==> src/rtl/sram2axi_bridge_mo_if.sv <==
// AXI3 bus bundle between the SRAM-like bridge (master) and the interconnect (slave).
interface sram2axi_bridge_mo_if #(
  parameter int DW = 32
);
  logic [3:0]      arid;
  logic [31:0]     araddr;
  logic [7:0]      arlen;
  logic [2:0]      arsize;
  logic [1:0]      arburst;
  logic [1:0]      arlock;
  logic [3:0]      arcache;
  logic [2:0]      arprot;
  logic            arvalid;
  logic            arready;

  logic [3:0]      rid;
  logic [DW-1:0]   rdata;
  logic [1:0]      rresp;
  logic            rlast;
  logic            rvalid;
  logic            rready;

  logic [3:0]      awid;
  logic [31:0]     awaddr;
  logic [7:0]      awlen;
  logic [2:0]      awsize;
  logic [1:0]      awburst;
  logic [1:0]      awlock;
  logic [3:0]      awcache;
  logic [2:0]      awprot;
  logic            awvalid;
  logic            awready;

  logic [3:0]      wid;
  logic [DW-1:0]   wdata;
  logic [DW/8-1:0] wstrb;
  logic            wlast;
  logic            wvalid;
  logic            wready;

  logic [3:0]      bid;
  logic [1:0]      bresp;
  logic            bvalid;
  logic            bready;

  modport master (
    output arid, araddr, arlen, arsize, arburst, arlock, arcache, arprot, arvalid,
    input  arready,
    input  rid, rdata, rresp, rlast, rvalid,
    output rready,
    output awid, awaddr, awlen, awsize, awburst, awlock, awcache, awprot, awvalid,
    input  awready,
    output wid, wdata, wstrb, wlast, wvalid,
    input  wready,
    input  bid, bresp, bvalid,
    output bready
  );

  modport slave (
    input  arid, araddr, arlen, arsize, arburst, arlock, arcache, arprot, arvalid,
    output arready,
    output rid, rdata, rresp, rlast, rvalid,
    input  rready,
    input  awid, awaddr, awlen, awsize, awburst, awlock, awcache, awprot, awvalid,
    output awready,
    input  wid, wdata, wstrb, wlast, wvalid,
    output wready,
    output bid, bresp, bvalid,
    input  bready
  );
endinterface

==> src/rtl/sram2axi_bridge_mo.sv <==
// SRAM-like (inst read-only + data read/write) to AXI3 bridge with multiple outstanding
// transactions; in-order responses per master through fixed IDs (inst=0, data=1).
module sram2axi_bridge_mo #(
  parameter int DW       = 32,
  parameter int RD_DEPTH = 4,
  parameter int WR_DEPTH = 2
) (
  input  logic                clk,
  input  logic                resetn,

  input  logic                inst_sram_req,
  input  logic [31:0]         inst_sram_addr,
  input  logic [1:0]          inst_sram_size,
  output logic                inst_sram_addr_ok,
  output logic                inst_sram_data_ok,
  output logic [DW-1:0]       inst_sram_rdata,

  input  logic                data_sram_req,
  input  logic                data_sram_wr,
  input  logic [1:0]          data_sram_size,
  input  logic [31:0]         data_sram_addr,
  input  logic [DW/8-1:0]     data_sram_wstrb,
  input  logic [DW-1:0]       data_sram_wdata,
  output logic                data_sram_addr_ok,
  output logic                data_sram_data_ok,
  output logic [DW-1:0]       data_sram_rdata,

  sram2axi_bridge_mo_if.master axi
);
  localparam int SW = DW / 8;
  localparam logic [3:0] RD_MAX = 4'(RD_DEPTH);
  localparam logic [3:0] WR_MAX = 4'(WR_DEPTH);

  logic            ar_valid_reg;
  logic [31:0]     ar_addr_reg;
  logic [3:0]      ar_id_reg;
  logic [2:0]      ar_size_reg;
  logic            aw_valid_reg;
  logic            w_valid_reg;
  logic [31:0]     aw_addr_reg;
  logic [2:0]      aw_size_reg;
  logic [DW-1:0]   w_data_reg;
  logic [SW-1:0]   w_strb_reg;
  logic [3:0]      rcnt_i_reg;
  logic [3:0]      rcnt_d_reg;
  logic [3:0]      wcnt_reg;
  logic            resp_rdy_reg;
  logic            inst_ok_reg;
  logic            data_ok_reg;
  logic [DW-1:0]   inst_rdata_reg;
  logic [DW-1:0]   data_rdata_reg;

  logic ar_free, wr_idle;
  logic d_rd_acc, d_wr_acc, i_acc;
  logic r_hs, r_inst, r_data, b_ok;
  logic unused_resp;

  function automatic logic [3:0] cnt_step(input logic [3:0] cnt, input logic inc, input logic dec);
    logic [3:0] res;
    res = cnt;
    if (inc && !dec)
      res = cnt + 4'd1;
    else if (dec && !inc)
      res = cnt - 4'd1;
    return res;
  endfunction

  // A read and a write are never outstanding together on the data port, so its
  // responses cannot overtake each other and reads never see stale memory.
  assign ar_free  = !ar_valid_reg || axi.arready;
  assign wr_idle  = !aw_valid_reg && !w_valid_reg;
  assign d_rd_acc = data_sram_req && !data_sram_wr && ar_free &&
                    (rcnt_d_reg < RD_MAX) && (wcnt_reg == 4'd0);
  assign d_wr_acc = data_sram_req && data_sram_wr && wr_idle &&
                    (wcnt_reg < WR_MAX) && (rcnt_d_reg == 4'd0);
  assign i_acc    = inst_sram_req && ar_free && (rcnt_i_reg < RD_MAX) && !d_rd_acc;

  // Responses arriving with a zero counter are protocol errors and are dropped.
  assign r_hs   = axi.rvalid && resp_rdy_reg;
  assign r_inst = r_hs && (axi.rid == 4'd0) && (rcnt_i_reg != 4'd0);
  assign r_data = r_hs && (axi.rid == 4'd1) && (rcnt_d_reg != 4'd0);
  assign b_ok   = axi.bvalid && resp_rdy_reg && (wcnt_reg != 4'd0);

  assign unused_resp = ^{axi.rresp, axi.rlast, axi.bid, axi.bresp};

  assign inst_sram_addr_ok = i_acc;
  assign inst_sram_data_ok = inst_ok_reg;
  assign inst_sram_rdata   = inst_rdata_reg;
  assign data_sram_addr_ok = d_rd_acc || d_wr_acc;
  assign data_sram_data_ok = data_ok_reg;
  assign data_sram_rdata   = data_rdata_reg;

  assign axi.arid    = ar_id_reg;
  assign axi.araddr  = ar_addr_reg;
  assign axi.arlen   = 8'd0;
  assign axi.arsize  = ar_size_reg;
  assign axi.arburst = 2'b01;
  assign axi.arlock  = 2'b00;
  assign axi.arcache = 4'd0;
  assign axi.arprot  = 3'd0;
  assign axi.arvalid = ar_valid_reg;
  assign axi.rready  = resp_rdy_reg;

  assign axi.awid    = 4'd1;
  assign axi.awaddr  = aw_addr_reg;
  assign axi.awlen   = 8'd0;
  assign axi.awsize  = aw_size_reg;
  assign axi.awburst = 2'b01;
  assign axi.awlock  = 2'b00;
  assign axi.awcache = 4'd0;
  assign axi.awprot  = 3'd0;
  assign axi.awvalid = aw_valid_reg;
  assign axi.wid     = 4'd1;
  assign axi.wdata   = w_data_reg;
  assign axi.wstrb   = w_strb_reg;
  assign axi.wlast   = 1'b1;
  assign axi.wvalid  = w_valid_reg;
  assign axi.bready  = resp_rdy_reg;

  always_ff @(posedge clk or negedge resetn) begin
    if (!resetn) begin
      ar_valid_reg   <= 1'b0;
      ar_addr_reg    <= '0;
      ar_id_reg      <= '0;
      ar_size_reg    <= '0;
      aw_valid_reg   <= 1'b0;
      w_valid_reg    <= 1'b0;
      aw_addr_reg    <= '0;
      aw_size_reg    <= '0;
      w_data_reg     <= '0;
      w_strb_reg     <= '0;
      rcnt_i_reg     <= '0;
      rcnt_d_reg     <= '0;
      wcnt_reg       <= '0;
      resp_rdy_reg   <= 1'b0;
      inst_ok_reg    <= 1'b0;
      data_ok_reg    <= 1'b0;
      inst_rdata_reg <= '0;
      data_rdata_reg <= '0;
    end else begin
      resp_rdy_reg <= 1'b1;

      // The AR slot only reloads once the previous address has been taken.
      if (ar_free) begin
        ar_valid_reg <= d_rd_acc || i_acc;
        if (d_rd_acc) begin
          ar_id_reg   <= 4'd1;
          ar_addr_reg <= data_sram_addr;
          ar_size_reg <= {1'b0, data_sram_size};
        end else if (i_acc) begin
          ar_id_reg   <= 4'd0;
          ar_addr_reg <= inst_sram_addr;
          ar_size_reg <= {1'b0, inst_sram_size};
        end
      end

      if (d_wr_acc) begin
        aw_valid_reg <= 1'b1;
        w_valid_reg  <= 1'b1;
        aw_addr_reg  <= data_sram_addr;
        aw_size_reg  <= {1'b0, data_sram_size};
        w_data_reg   <= data_sram_wdata;
        w_strb_reg   <= data_sram_wstrb;
      end else begin
        if (axi.awready) aw_valid_reg <= 1'b0;
        if (axi.wready)  w_valid_reg  <= 1'b0;
      end

      rcnt_i_reg <= cnt_step(rcnt_i_reg, i_acc, r_inst);
      rcnt_d_reg <= cnt_step(rcnt_d_reg, d_rd_acc, r_data);
      wcnt_reg   <= cnt_step(wcnt_reg, d_wr_acc, b_ok);

      inst_ok_reg <= r_inst;
      data_ok_reg <= r_data || b_ok;
      if (r_inst) inst_rdata_reg <= axi.rdata;
      if (r_data) data_rdata_reg <= axi.rdata;
    end
  end
endmodule
==> src/flat_wrapper.sv <==
// flat-port wrapper written by rule: the top's interface ports become plain ports
module sram2axi_bridge_mo_flat 
#(
  parameter int DW       = 32,
  parameter int RD_DEPTH = 4,
  parameter int WR_DEPTH = 2
)
  (clk, resetn, inst_sram_req, inst_sram_addr, inst_sram_size, inst_sram_addr_ok, inst_sram_data_ok, inst_sram_rdata, data_sram_req, data_sram_wr, data_sram_size, data_sram_addr, data_sram_wstrb, data_sram_wdata, data_sram_addr_ok, data_sram_data_ok, data_sram_rdata, axi_arid, axi_araddr, axi_arlen, axi_arsize, axi_arburst, axi_arlock, axi_arcache, axi_arprot, axi_arvalid, axi_arready, axi_rid, axi_rdata, axi_rresp, axi_rlast, axi_rvalid, axi_rready, axi_awid, axi_awaddr, axi_awlen, axi_awsize, axi_awburst, axi_awlock, axi_awcache, axi_awprot, axi_awvalid, axi_awready, axi_wid, axi_wdata, axi_wstrb, axi_wlast, axi_wvalid, axi_wready, axi_bid, axi_bresp, axi_bvalid, axi_bready);
  sram2axi_bridge_mo_if #(.DW(DW)) axi_i ();
  input  logic clk;
  input  logic resetn;
  input  logic inst_sram_req;
  input  logic [31:0] inst_sram_addr;
  input  logic [1:0] inst_sram_size;
  output logic inst_sram_addr_ok;
  output logic inst_sram_data_ok;
  output logic [DW-1:0] inst_sram_rdata;
  input  logic data_sram_req;
  input  logic data_sram_wr;
  input  logic [1:0] data_sram_size;
  input  logic [31:0] data_sram_addr;
  input  logic [DW/8-1:0] data_sram_wstrb;
  input  logic [DW-1:0] data_sram_wdata;
  output logic data_sram_addr_ok;
  output logic data_sram_data_ok;
  output logic [DW-1:0] data_sram_rdata;
  output wire logic [$bits(axi_i.arid)-1:0] axi_arid;
  output wire logic [$bits(axi_i.araddr)-1:0] axi_araddr;
  output wire logic [$bits(axi_i.arlen)-1:0] axi_arlen;
  output wire logic [$bits(axi_i.arsize)-1:0] axi_arsize;
  output wire logic [$bits(axi_i.arburst)-1:0] axi_arburst;
  output wire logic [$bits(axi_i.arlock)-1:0] axi_arlock;
  output wire logic [$bits(axi_i.arcache)-1:0] axi_arcache;
  output wire logic [$bits(axi_i.arprot)-1:0] axi_arprot;
  output wire logic [$bits(axi_i.arvalid)-1:0] axi_arvalid;
  input wire logic [$bits(axi_i.arready)-1:0] axi_arready;
  input wire logic [$bits(axi_i.rid)-1:0] axi_rid;
  input wire logic [$bits(axi_i.rdata)-1:0] axi_rdata;
  input wire logic [$bits(axi_i.rresp)-1:0] axi_rresp;
  input wire logic [$bits(axi_i.rlast)-1:0] axi_rlast;
  input wire logic [$bits(axi_i.rvalid)-1:0] axi_rvalid;
  output wire logic [$bits(axi_i.rready)-1:0] axi_rready;
  output wire logic [$bits(axi_i.awid)-1:0] axi_awid;
  output wire logic [$bits(axi_i.awaddr)-1:0] axi_awaddr;
  output wire logic [$bits(axi_i.awlen)-1:0] axi_awlen;
  output wire logic [$bits(axi_i.awsize)-1:0] axi_awsize;
  output wire logic [$bits(axi_i.awburst)-1:0] axi_awburst;
  output wire logic [$bits(axi_i.awlock)-1:0] axi_awlock;
  output wire logic [$bits(axi_i.awcache)-1:0] axi_awcache;
  output wire logic [$bits(axi_i.awprot)-1:0] axi_awprot;
  output wire logic [$bits(axi_i.awvalid)-1:0] axi_awvalid;
  input wire logic [$bits(axi_i.awready)-1:0] axi_awready;
  output wire logic [$bits(axi_i.wid)-1:0] axi_wid;
  output wire logic [$bits(axi_i.wdata)-1:0] axi_wdata;
  output wire logic [$bits(axi_i.wstrb)-1:0] axi_wstrb;
  output wire logic [$bits(axi_i.wlast)-1:0] axi_wlast;
  output wire logic [$bits(axi_i.wvalid)-1:0] axi_wvalid;
  input wire logic [$bits(axi_i.wready)-1:0] axi_wready;
  input wire logic [$bits(axi_i.bid)-1:0] axi_bid;
  input wire logic [$bits(axi_i.bresp)-1:0] axi_bresp;
  input wire logic [$bits(axi_i.bvalid)-1:0] axi_bvalid;
  output wire logic [$bits(axi_i.bready)-1:0] axi_bready;
  assign axi_arid = axi_i.arid;
  assign axi_araddr = axi_i.araddr;
  assign axi_arlen = axi_i.arlen;
  assign axi_arsize = axi_i.arsize;
  assign axi_arburst = axi_i.arburst;
  assign axi_arlock = axi_i.arlock;
  assign axi_arcache = axi_i.arcache;
  assign axi_arprot = axi_i.arprot;
  assign axi_arvalid = axi_i.arvalid;
  assign axi_i.arready = axi_arready;
  assign axi_i.rid = axi_rid;
  assign axi_i.rdata = axi_rdata;
  assign axi_i.rresp = axi_rresp;
  assign axi_i.rlast = axi_rlast;
  assign axi_i.rvalid = axi_rvalid;
  assign axi_rready = axi_i.rready;
  assign axi_awid = axi_i.awid;
  assign axi_awaddr = axi_i.awaddr;
  assign axi_awlen = axi_i.awlen;
  assign axi_awsize = axi_i.awsize;
  assign axi_awburst = axi_i.awburst;
  assign axi_awlock = axi_i.awlock;
  assign axi_awcache = axi_i.awcache;
  assign axi_awprot = axi_i.awprot;
  assign axi_awvalid = axi_i.awvalid;
  assign axi_i.awready = axi_awready;
  assign axi_wid = axi_i.wid;
  assign axi_wdata = axi_i.wdata;
  assign axi_wstrb = axi_i.wstrb;
  assign axi_wlast = axi_i.wlast;
  assign axi_wvalid = axi_i.wvalid;
  assign axi_i.wready = axi_wready;
  assign axi_i.bid = axi_bid;
  assign axi_i.bresp = axi_bresp;
  assign axi_i.bvalid = axi_bvalid;
  assign axi_bready = axi_i.bready;
  sram2axi_bridge_mo #(.DW(DW), .RD_DEPTH(RD_DEPTH), .WR_DEPTH(WR_DEPTH)) u_core (.clk(clk), .resetn(resetn), .inst_sram_req(inst_sram_req), .inst_sram_addr(inst_sram_addr), .inst_sram_size(inst_sram_size), .inst_sram_addr_ok(inst_sram_addr_ok), .inst_sram_data_ok(inst_sram_data_ok), .inst_sram_rdata(inst_sram_rdata), .data_sram_req(data_sram_req), .data_sram_wr(data_sram_wr), .data_sram_size(data_sram_size), .data_sram_addr(data_sram_addr), .data_sram_wstrb(data_sram_wstrb), .data_sram_wdata(data_sram_wdata), .data_sram_addr_ok(data_sram_addr_ok), .data_sram_data_ok(data_sram_data_ok), .data_sram_rdata(data_sram_rdata), .axi(axi_i));
endmodule
==> config.mk <==
export PLATFORM = sky130hd
export DESIGN_NAME = sram2axi_bridge_mo_flat
export DESIGN_NICKNAME = d
export VERILOG_FILES = /design/src/rtl/sram2axi_bridge_mo_if.sv /design/src/rtl/sram2axi_bridge_mo.sv /design/src/flat_wrapper.sv
export SDC_FILE = /design/constraint.sdc
export NUM_CORES = 1
export LEC_CHECK = 0
export BUFFER_PORTS_ARGS = -buffer_cell sky130_fd_sc_hd__buf_2
export CAP_MARGIN = 10
export CORE_AREA = 2 2 152 154
export DETAILED_ROUTE_END_ITERATION = 16
export DIE_AREA = 0 0 154 156
export PLACE_DENSITY = 0.69
export SLEW_MARGIN = 20
export SYNTH_ARGS = -nofsm -noshare
export SYNTH_HDL_FRONTEND = slang
export SYNTH_SLANG_ARGS = --single-unit
==> constraint.sdc <==
create_clock -name clk -period 9.6 [get_ports clk]
set_input_delay 1.92 -clock clk [delete_from_list [all_inputs] [get_ports clk]]
set_output_delay 1.92 -clock clk [all_outputs]
set_load 0.02 [all_outputs]
=== After elaboration in Yosys (flattened, before gate mapping) ===
Cells that the tools add are included.
W data, S select, Z words.

* Input port bits: 159
* Register bits after elaboration: 191
* Word-level logic and storage cells: 96
* Output and inout bits: 230

* $lt $le $gt $ge: 3
* Reduce and logical (&&, ||, !) cells: 52
* Eq/ne operators: 1
* Add/sub/neg operators: 6
* Mux-type cells: 16

{| class="wikitable"
|+ Operators with widths
! kind !! number
|-
| $mux W32 || 2
|-
| $mux W4 || 8
|-
| $logic_and A1 B1 Y1 || 25
|-
| $add A4 B1 Y4 const B || 3
|-
| $logic_not A4 Y1 || 3
|-
| $reduce_bool A2 Y1 || 6
|-
| $reduce_bool A4 Y1 || 3
|-
| $sub A4 B1 Y4 const B || 3
|-
| $logic_not A1 Y1 || 10
|-
| $lt A4 B3 Y1 const B || 2
|-
| $mux W3 || 2
|-
| $eq A4 B1 Y1 const B || 1
|-
| $logic_or A1 B1 Y1 || 4
|-
| $lt A4 B2 Y1 const B || 1
|-
| $mux W1 || 4
|-
| $reduce_and A2 Y1 || 1
|}

=== Depth between registers and ports, before layout ===
Gate-level depths: netlist of run 1.

* Word-level depth: 11
* Mapped depth: 13
* Gate-level depth less buffers: 11

=== Least setup slack after synthesis of run 1 ===
OpenSTA, ideal clock, no wires.

* Path type: input to output
* From: input axi_arready
* To: output inst_sram_addr_ok
* Slack: 4.463 ns
* Arrival: 3.217 ns
* Stages: 5
* Path buffers: 2
* Required time: 7.680 ns
* Path through: nand2b_1 nand3_1 clkbuf_1 buf_1 nor2_1

* Word-level cells in the longest chain between the ends: 6
* Elaborated cells on any way between the ends: 8
* Classes of those cells: 8 x reduce/logical

{| class="wikitable"
|+ Ends and longest elaborated chain
! what !! line !! source
|-
| start, declared || flat_wrapper.sv:36 || <nowiki>input wire logic [$bits(axi_i.arready)-1:0] axi_arready;</nowiki>
|-
| $logic_or A1 B1 Y1 * || sram2axi_bridge_mo.sv:70 || <nowiki>assign ar_free = !ar_valid_reg || axi.arready;</nowiki>
|-
| $logic_and A1 B1 Y1 (2 in a row) || sram2axi_bridge_mo.sv:72 || <nowiki>assign d_rd_acc = data_sram_req && !data_sram_wr && ar_free &&</nowiki>
|-
| $logic_and A1 B1 Y1 || sram2axi_bridge_mo.sv:73 || <nowiki>(rcnt_d_reg < RD_MAX) && (wcnt_reg == 4'd0);</nowiki>
|-
| $logic_not A1 Y1 || sram2axi_bridge_mo.sv:76 || <nowiki>assign i_acc = inst_sram_req && ar_free && (rcnt_i_reg < RD_MAX) && !d_rd_acc;</nowiki>
|-
| $logic_and A1 B1 Y1 * || sram2axi_bridge_mo.sv:76 ||
|-
| end, declared || flat_wrapper.sv:15 || <nowiki>output logic inst_sram_addr_ok;</nowiki>
|}

Every way passes the cells marked *; elsewhere a longest branch is shown, timed or not.

=== Final worst setup path of run 1 ===
* From: input axi_arready
* To: output inst_sram_addr_ok

* Word-level cells in the longest chain between the ends: 6
* Elaborated cells on any way between the ends: 8
* Classes of those cells: 8 x reduce/logical

{| class="wikitable"
|+ Ends and longest elaborated chain
! what !! line !! source
|-
| $logic_or A1 B1 Y1 || sram2axi_bridge_mo.sv:70 ||
|-
| $logic_and A1 B1 Y1 (2 in a row) || sram2axi_bridge_mo.sv:72 ||
|-
| $logic_and A1 B1 Y1 || sram2axi_bridge_mo.sv:73 ||
|-
| net u_core.d_rd_acc || sram2axi_bridge_mo.sv:54 || <nowiki>logic d_rd_acc, d_wr_acc, i_acc;</nowiki>
|-
| $logic_not A1 Y1 || sram2axi_bridge_mo.sv:76 ||
|-
| $logic_and A1 B1 Y1 || sram2axi_bridge_mo.sv:76 ||
|}

The timed path passes the listed nets, and every way through them passes these cells.

==> results of run 1 <==
per-layer routing:
layer	up-vias	track usage
met5	-	0
met4	0	0.04895
met3	18	0.04944
met2	267	0.2765
met1	2768	0.2032
li1	2620	-
placed cells by master (no fill, tap or decap), types with 2 or more instances in the layout:
master and n:
nand2_1 14, mux2i_1 37, clkbuf_16 17, inv_8 4, dfrtp_1 187, clkinv_8 3, nor2_1 38, nand3_1 2
buf_4 4, buf_2 326, inv_6 4, nor3_1 9, inv_1 8, xnor2_1 6, o21ai_0 8, o31ai_1 3
ha_1 9, or4_1 2, a2111oi_0 3, nand3_2 2, a21oi_1 39, mux2_2 70, a21o_1 3, clkbuf_8 2
conb_1 53, fa_1 3, mux2_4 67
cell type report:
class / count / area, um2
inverter: 8 / 30.03
clock buffer: 18 / 439.2
sequential: 187 / 4679
timing repair buffer: 331 / 1675
fill: 2046 / 11800
tap: 285 / 356.6
clock inverter: 14 / 150.1
multi-input combinational: 376 / 3238
worst max path at each step:
stage / startpoint / end / slack (ns)
final: axi_arready / inst_sram_addr_ok / 4.24
after floorplan: axi_arready / inst_sram_addr_ok / 4.46
after detailed placement: axi_arready / inst_sram_addr_ok / 4.21
after global placement: axi_arready / inst_sram_addr_ok / 4.22
after global routing: axi_arready / inst_sram_addr_ok / 4.06
after CTS: axi_arready / inst_sram_addr_ok / 4.20
logic make-up after synthesis:
| family | after synthesis | synth area share |
|---|---|---|
| flops | 187 | 0.5635 |
| xor+xnor | 6 | 0.006328 |
| simple gates | 74 | 0.03857 |
| other cells | 2 | 0.0009044 |
| fa+ha+maj | 12 | 0.02079 |
| buf+inv | 89 | 0.07142 |
| mux | 174 | 0.2607 |
| compound gates | 57 | 0.03782 |
through the flow:
stage / instances / hold slack [ns]
global placement: 1187 / 0.4614
CTS: 1219 / 0.4831
finish: 1219 / 0.4830
floorplan: 652 / 0.4717
detailed placement: 1187 / 0.4624
global route: 1219 / 0.5053
tightest hold or removal path: cells and delay by family, from the launching register on:
family / cells / cell delay [ns]
flops: 1 / 0.35
simple gates: 2 / 0.11
power groups by stage:
stage	Combinational, uW	Sequential, uW	Clock, uW
CTS	1440	1300	726
finish	1420	1300	698
floorplan	589	1670	0
detailed placement	1440	1310	0
global placement	1410	1300	0
global route	1530	1350	763
==> results.py, run 1 <==
metrics = {
    "outcome": {
        "status": "finished, final reports clean",
    },
    "drt": {
        "average_vias_per_placed_instance": 4.654,
        "routed-wl-met3_um": 1551,
        "drt-initial-drc-count": 296,
        "met1Wirelength_um": 8245,
        "top_signal_layer_used": "met4",
        "num_vias": 5673,
        "dr.pass1.iters": 4,
        "antenna_left": 0,
        "wl_um": 19960,
        "remaining_drc_errors": 0,
        "met2_wirelength_um": 9786,
        "detail_route.wl_per_cell_um": 16.37,
    },
    "setup_path": {
        "cp_num_cells": 7,
        "worst-path-max-fanout": 71,
        "timing.critical_path.slowest_cell_delay_ns": 0.56,
        "critical-path-top-cell-by-count": "buf_2",
        "crit_slowest_cell": "buf_4",
        "worst_r2r_path_depth": 10,
        "critPathLaunchType": "input port",
        "worst_ep_arrival_time_ns": 3.44,
        "setup.worst_path.end_class": "primary output",
        "worst_path_dominant_cell_family": "buffers and inverters",
        "crit-reg2reg-capture": "u_core.wcnt_reg[3]",
        "worst-path-buf-inv": 4,
        "worst-r2r-setup-slack_ns": 5.91,
        "worstPathRequired_ns": 7.68,
        "path_class": "input port to primary output",
        "r2r-start": "u_core.rcnt_d_reg[1]",
        "timing.critical_path.cells": "buf_2 > nand2b_1 > nand4b_1 > buf_4 > inv_1 > nor2_1 > buf_2",
    },
    "power": {
        "leakagePower_uw": 0.005925,
        "internal_power_uw": 2093,
        "p_sw_uw": 1328,
        "seqPwrFrac": 0.381,
        "powerDensity_nw_per_um2": 323.7,
        "fin_total_pwr_uw": 3421,
        "max_vdd_drop_mv": 0.1430,
        "p_comb_frac": 0.415,
        "p_sw_frac": 0.3882,
        "power.clock.fraction": 0.204,
    },
    "timing": {
        "final.setup.tns_ns": 0,
        "final_min_period_over_clock_period": 0.5587,
        "setup_repair_after_global_routing_missed_its_margin": "false",
        "slew-limit-headroom": 0.3325,
        "count_of_endpoints_failing_setup_in_the_final_report": 0,
        "final.min_clock_period_ns": 5.363,
        "finClkSkew_ns": 0.01552,
        "fmaxAchievable_ghz": 0.1865,
        "timing_worst_slew_pin_value_ns": 1.001,
        "worst_slack_ns": 4.237,
        "finalHoldViolations": 0,
        "maxSlewViolCount": 0,
    },
    "placed_design": {
        "place_area_um2": 9980,
        "gp_routability_congestion": 0.7360,
        "placement.setup.worst_slack_ns": 4.212,
        "dp_hpwl_um": 14520,
        "port_buffers": 327,
    },
    "min_path": {
        "hold_depth": 2,
        "hp-start": "u_core.axi.arid[0]",
        "min_delay_worst_endpoint": "u_core.axi.arid[0]",
        "worstHoldPathType": "flop to flop",
    },
    "final_layout": {
        "final_layout_size_suffix_gt1_frac": 0.5396,
        "nets": 1092,
        "postLayoutCellArea_um2": 10570,
        "fin_util": 0.4726,
        "synthToLayoutAreaGrowth_pct": 27.27,
        "insertedDiodeCount": 0,
    },
    "clock_tree": {
        "clk_pin_slew_worst_paths_ns": 0.08,
        "cts-buffers-inserted": 17,
        "cts_hold_buffers": 0,
        "cts_tree": "yes",
        "cts_max_path_buffers": 2,
        "cts.htree.levels": 4,
        "post_cts_buffers": 0,
        "numClockSinks": 187,
        "cts_resized": 0,
        "worst_skew_pair.late_latency_ns": 0.42,
        "cts-root-buf": "clkbuf_16",
    },
    "logic_synthesis": {
        "yosys.area.top_type_share": 0.5635,
        "synth-edff-count": 0,
        "ys_dominant_reg_cell": "dfrtp_1",
        "yosysMostFrequentCell": "dfrtp_1",
        "syn-instance-count": 601,
        "ys_seq_area_frac": 0.5635,
        "fraction_of_registers_with_async_set_or_reset_after_synthesis": 1.000,
        "syn-mean-instance-area_um2": 13.82,
        "synth_warnings": 0,
        "synth_top_area_cell": "dfrtp_1",
        "seq_cells_post_synth": 187,
        "synth_area_um2": 8304,
        "netlist_top_cells_area": "dfrtp_1 (56%), mux2_4 (12%), mux2_2 (9.5%)",
        "synth.cells.most_frequent": "dfrtp_1 (187), mux2_2 (70), mux2_4 (67), buf_4 (53), a21oi_1 (39)",
        "netlist-cell-type-count": 30,
    },
    "grt": {
        "first_global_vias": 5800,
        "first_pass_grt_wire_length_um": 31020,
        "globalRouteTotalUtil": 0.1637,
        "antenna_found_initial": 0,
        "overflow": 0,
        "grt_max_degree": 117,
    },
    "floorplanning": {
        "die_width_um": 154,
        "die-area_um2": 24020,
        "initial_core_util": 0.3713,
        "row_cnt": 55,
        "floorplan.io_pins": 389,
        "core_region_area_um2": 22370,
        "fp.dieH_um": 156,
    },
    "run": {
        "drv.max_cap_violation_count": 0,
    },
}
No activity file was read; power rests on OpenSTA's default activity.
==> run 2, diff against run 1 <==
Settings changed: ABC_AREA set to 1.
Clock period 9.6 ns to 5 ns, I/O delays scaled along.
==> run 2 against run 1 <==
Sequential power increased by 85%; via count increased by 22%; design area decreased by 0.46%; power increased by 81%; count of clock-buffer cells in the layout unchanged; worst hold slack got worse by 0.0053 ns; sequential cell count unchanged; synthesized cell count increased by 56%; worst setup slack got worse by 2.6 ns; synthesized area decreased by 0.26%; sequential share of layout area increased by 0.21 points.
==> results.py, run 2 <==
metrics = {
    "drt": {
        "average_vias_per_placed_instance": 4.490,
        "detail_route.wl_per_cell_um": 14.24,
        "remaining_drc_errors": 0,
        "dr.pass1.iters": 6,
        "antenna_left": 0,
        "num_vias": 6924,
        "drt-initial-drc-count": 367,
        "wl_um": 21960,
    },
    "timing": {
        "slew-limit-headroom": 0.3133,
        "finClkSkew_ns": 0.02223,
        "worst_slack_ns": 1.655,
        "finalHoldViolations": 0,
        "fmaxAchievable_ghz": 0.2990,
        "timing_worst_slew_pin_value_ns": 1.030,
        "maxSlewViolCount": 0,
        "final.setup.tns_ns": 0,
        "setup_repair_after_global_routing_missed_its_margin": "false",
        "final.min_clock_period_ns": 3.345,
        "count_of_endpoints_failing_setup_in_the_final_report": 0,
        "final_min_period_over_clock_period": 0.6690,
    },
    "logic_synthesis": {
        "synth-edff-count": 0,
        "syn-mean-instance-area_um2": 8.849,
        "ys_seq_area_frac": 0.5650,
        "main_combinational_cell_family_by_area_after_synthesis": "simple AND/OR/NAND/NOR gates",
        "syn-instance-count": 936,
        "yosysMostFrequentCell": "nand2_1",
        "synth_simple_gate_area_frac": 0.1929,
        "synth-xor-area-share": 0.01269,
        "yosys.area.top_type_share": 0.5650,
        "ys_dominant_reg_cell": "dfrtp_1",
        "synth_warnings": 0,
        "synth.area.mux_share": 0,
        "synth_compound_gate_area_share": 0.09562,
        "synth_area_um2": 8283,
        "netlist-cell-type-count": 25,
        "seq_cells_post_synth": 187,
        "netlist_top_cells_area": "dfrtp_1 (56%), nand2_1 (16%), o21ai_0 (6.2%)",
        "yosys.area_share.adder": 0.02085,
        "synth.cells.most_frequent": "nand2_1 (347), dfrtp_1 (187), o21ai_0 (103), inv_1 (80), buf_4 (58)",
        "fraction_of_registers_with_async_set_or_reset_after_synthesis": 1.000,
        "synth_top_area_cell": "dfrtp_1",
    },
    "final_layout": {
        "synthToLayoutAreaGrowth_pct": 27.01,
        "final_cells": 1542,
        "most_common_cell_after_layout_fill_and_taps_aside": "nand2_1",
        "nets": 1415,
        "final_cell_mix": "nand2_1 (346), buf_2 (326), dfrtp_1 (187)",
        "insertedDiodeCount": 0,
        "fin_util": 0.4704,
        "fillers": 2143,
        "final_layout_size_suffix_gt1_frac": 0.2991,
    },
    "clock_tree": {
        "post_cts_buffers": 0,
        "cts_resized": 0,
        "cts-buffers-inserted": 17,
        "cts_tree": "yes",
        "clk_pin_slew_worst_paths_ns": 0.08,
        "cts_hold_buffers": 0,
        "cts.htree.levels": 4,
        "worst_skew_pair.late_latency_ns": 0.43,
        "cts_max_path_buffers": 2,
        "numClockSinks": 187,
        "cts-root-buf": "clkbuf_16",
    },
    "setup_path": {
        "worst_ep_arrival_time_ns": 2.34,
        "crit-reg2reg-capture": "u_core.rcnt_i_reg[3]",
        "timing.critical_path.slowest_cell_delay_ns": 0.56,
        "r2r-start": "u_core.wcnt_reg[3]",
        "critPathLaunchType": "flop",
        "crit_slowest_cell": "nand2_2",
        "path_class": "flop to primary output",
        "worst_path_dominant_cell_family": "simple AND/OR/NAND/NOR gates",
        "worst-r2r-setup-slack_ns": 2.09,
        "setup.worst_path.end_class": "primary output",
        "worstPathRequired_ns": 4.00,
        "worst_r2r_path_depth": 12,
        "worst-path-buf-inv": 2,
        "worst-path-max-fanout": 37,
        "timing.critical_path.cells": "nor2_1 > nand2_2 > nor2_4 > inv_1 > nand2_1 > buf_2",
    },
    "power": {
        "fin_total_pwr_uw": 6191,
        "max_vdd_drop_mv": 0.2700,
        "powerDensity_nw_per_um2": 588.5,
        "leakagePower_uw": 0.006066,
    },
    "grt": {
        "globalRouteTotalUtil": 0.1802,
        "globalRouteMet1Util": 0.2328,
        "grt_max_degree": 107,
        "overflow": 0,
        "first_global_vias": 6697,
        "antenna_found_initial": 1,
        "globalRouteMet3Util": 0.05444,
        "grt_use_met2": 0.2925,
        "first_pass_grt_wire_length_um": 34510,
        "grt.busiest_layer": "met2",
    },
    "min_path": {
        "hold_depth": 2,
        "min_delay_worst_endpoint": "u_core.axi.wdata[9]",
        "worstHoldPathType": "flop to flop",
        "hp-start": "u_core.axi.wdata[9]",
    },
    "floorplanning": {
        "core_region_area_um2": 22370,
        "fp.dieH_um": 156,
        "die-area_um2": 24020,
        "die_width_um": 154,
        "initial_core_util": 0.3703,
        "floorplan.io_pins": 389,
        "row_cnt": 55,
    },
    "outcome": {
        "status": "finished, final reports clean",
    },
    "placed_design": {
        "placement.setup.worst_slack_ns": 1.740,
        "dp_hpwl_um": 15640,
        "gp_routability_congestion": 0.7725,
        "port_buffers": 327,
        "placed_cells_incl_taps": 1510,
    },
    "run": {
        "drv.max_cap_violation_count": 0,
    },
}
-- run 2: area by class of cell --
type,instances,area (um2),share of cell area
timing repair buffer,334,1710,0.1626
sequential,187,4679,0.4448
clock inverter,14,147.6,0.01403
clock buffer,18,439.2,0.04175
inverter,82,307.8,0.02926
multi-input combinational,622,2879,0.2737
tap,285,356.6,0.03390
-- run 2: worst max-delay path by stage --
| stage | startpoint | endpoint | slack (ns) | cells after the start |
|---|---|---|---|---|
| floorplan | axi_arready | u_core.rcnt_i_reg[3] | 1.88 | 14 |
| global placement | axi_arready | u_core.rcnt_i_reg[3] | 1.78 | 15 |
| detailed placement | data_sram_req | u_core.wcnt_reg[3] | 1.74 | 13 |
| CTS | u_core.wcnt_reg[3] | data_sram_addr_ok | 1.60 | 6 |
| global route | u_core.wcnt_reg[3] | data_sram_addr_ok | 1.45 | 6 |
| finish | u_core.wcnt_reg[3] | data_sram_addr_ok | 1.66 | 6 |
-- run 2: worst reg2reg max path, stage by stage, from the launching register on --
cell,delay (ns)
dfrtp_1,0.42
nor2_1,0.23
nand2_2,0.56
nor2_4,0.36
nor2_1,0.08
ha_1,0.23
inv_1,0.12
ha_1,0.26
or2_2,0.30
nand2_1,0.08
xnor2_1,0.11
nand2_1,0.06
nand2_1,0.05
-- run 2: cell families after synthesis --
family	Yosys count
simple gates	406
flops	187
buf+inv	178
compound gates	139
xor+xnor	12
fa+ha+maj	12
other cells	2
-- run 2: layer usage --
layer  routed length [um]  vias up
met5                   13        -
met4                  257        2
met3                 1761       22
met2                10580      302
met1                 9338     3182
li1                     -     3416
-- run 2: power by group --
group          internal [uW]  switching [uW]
Sequential              2080             335
Combinational            814            1620
Clock                    683             660
Total                   3580            2620
-- run 2: per-stage QoR --
stage               hold slack (ns)  area, um2
global route                 0.4940      10520
floorplan                    0.4787       8474
global placement             0.4568       9933
finish                       0.4777      10520
CTS                          0.4788      10520
detailed placement           0.4592       9933
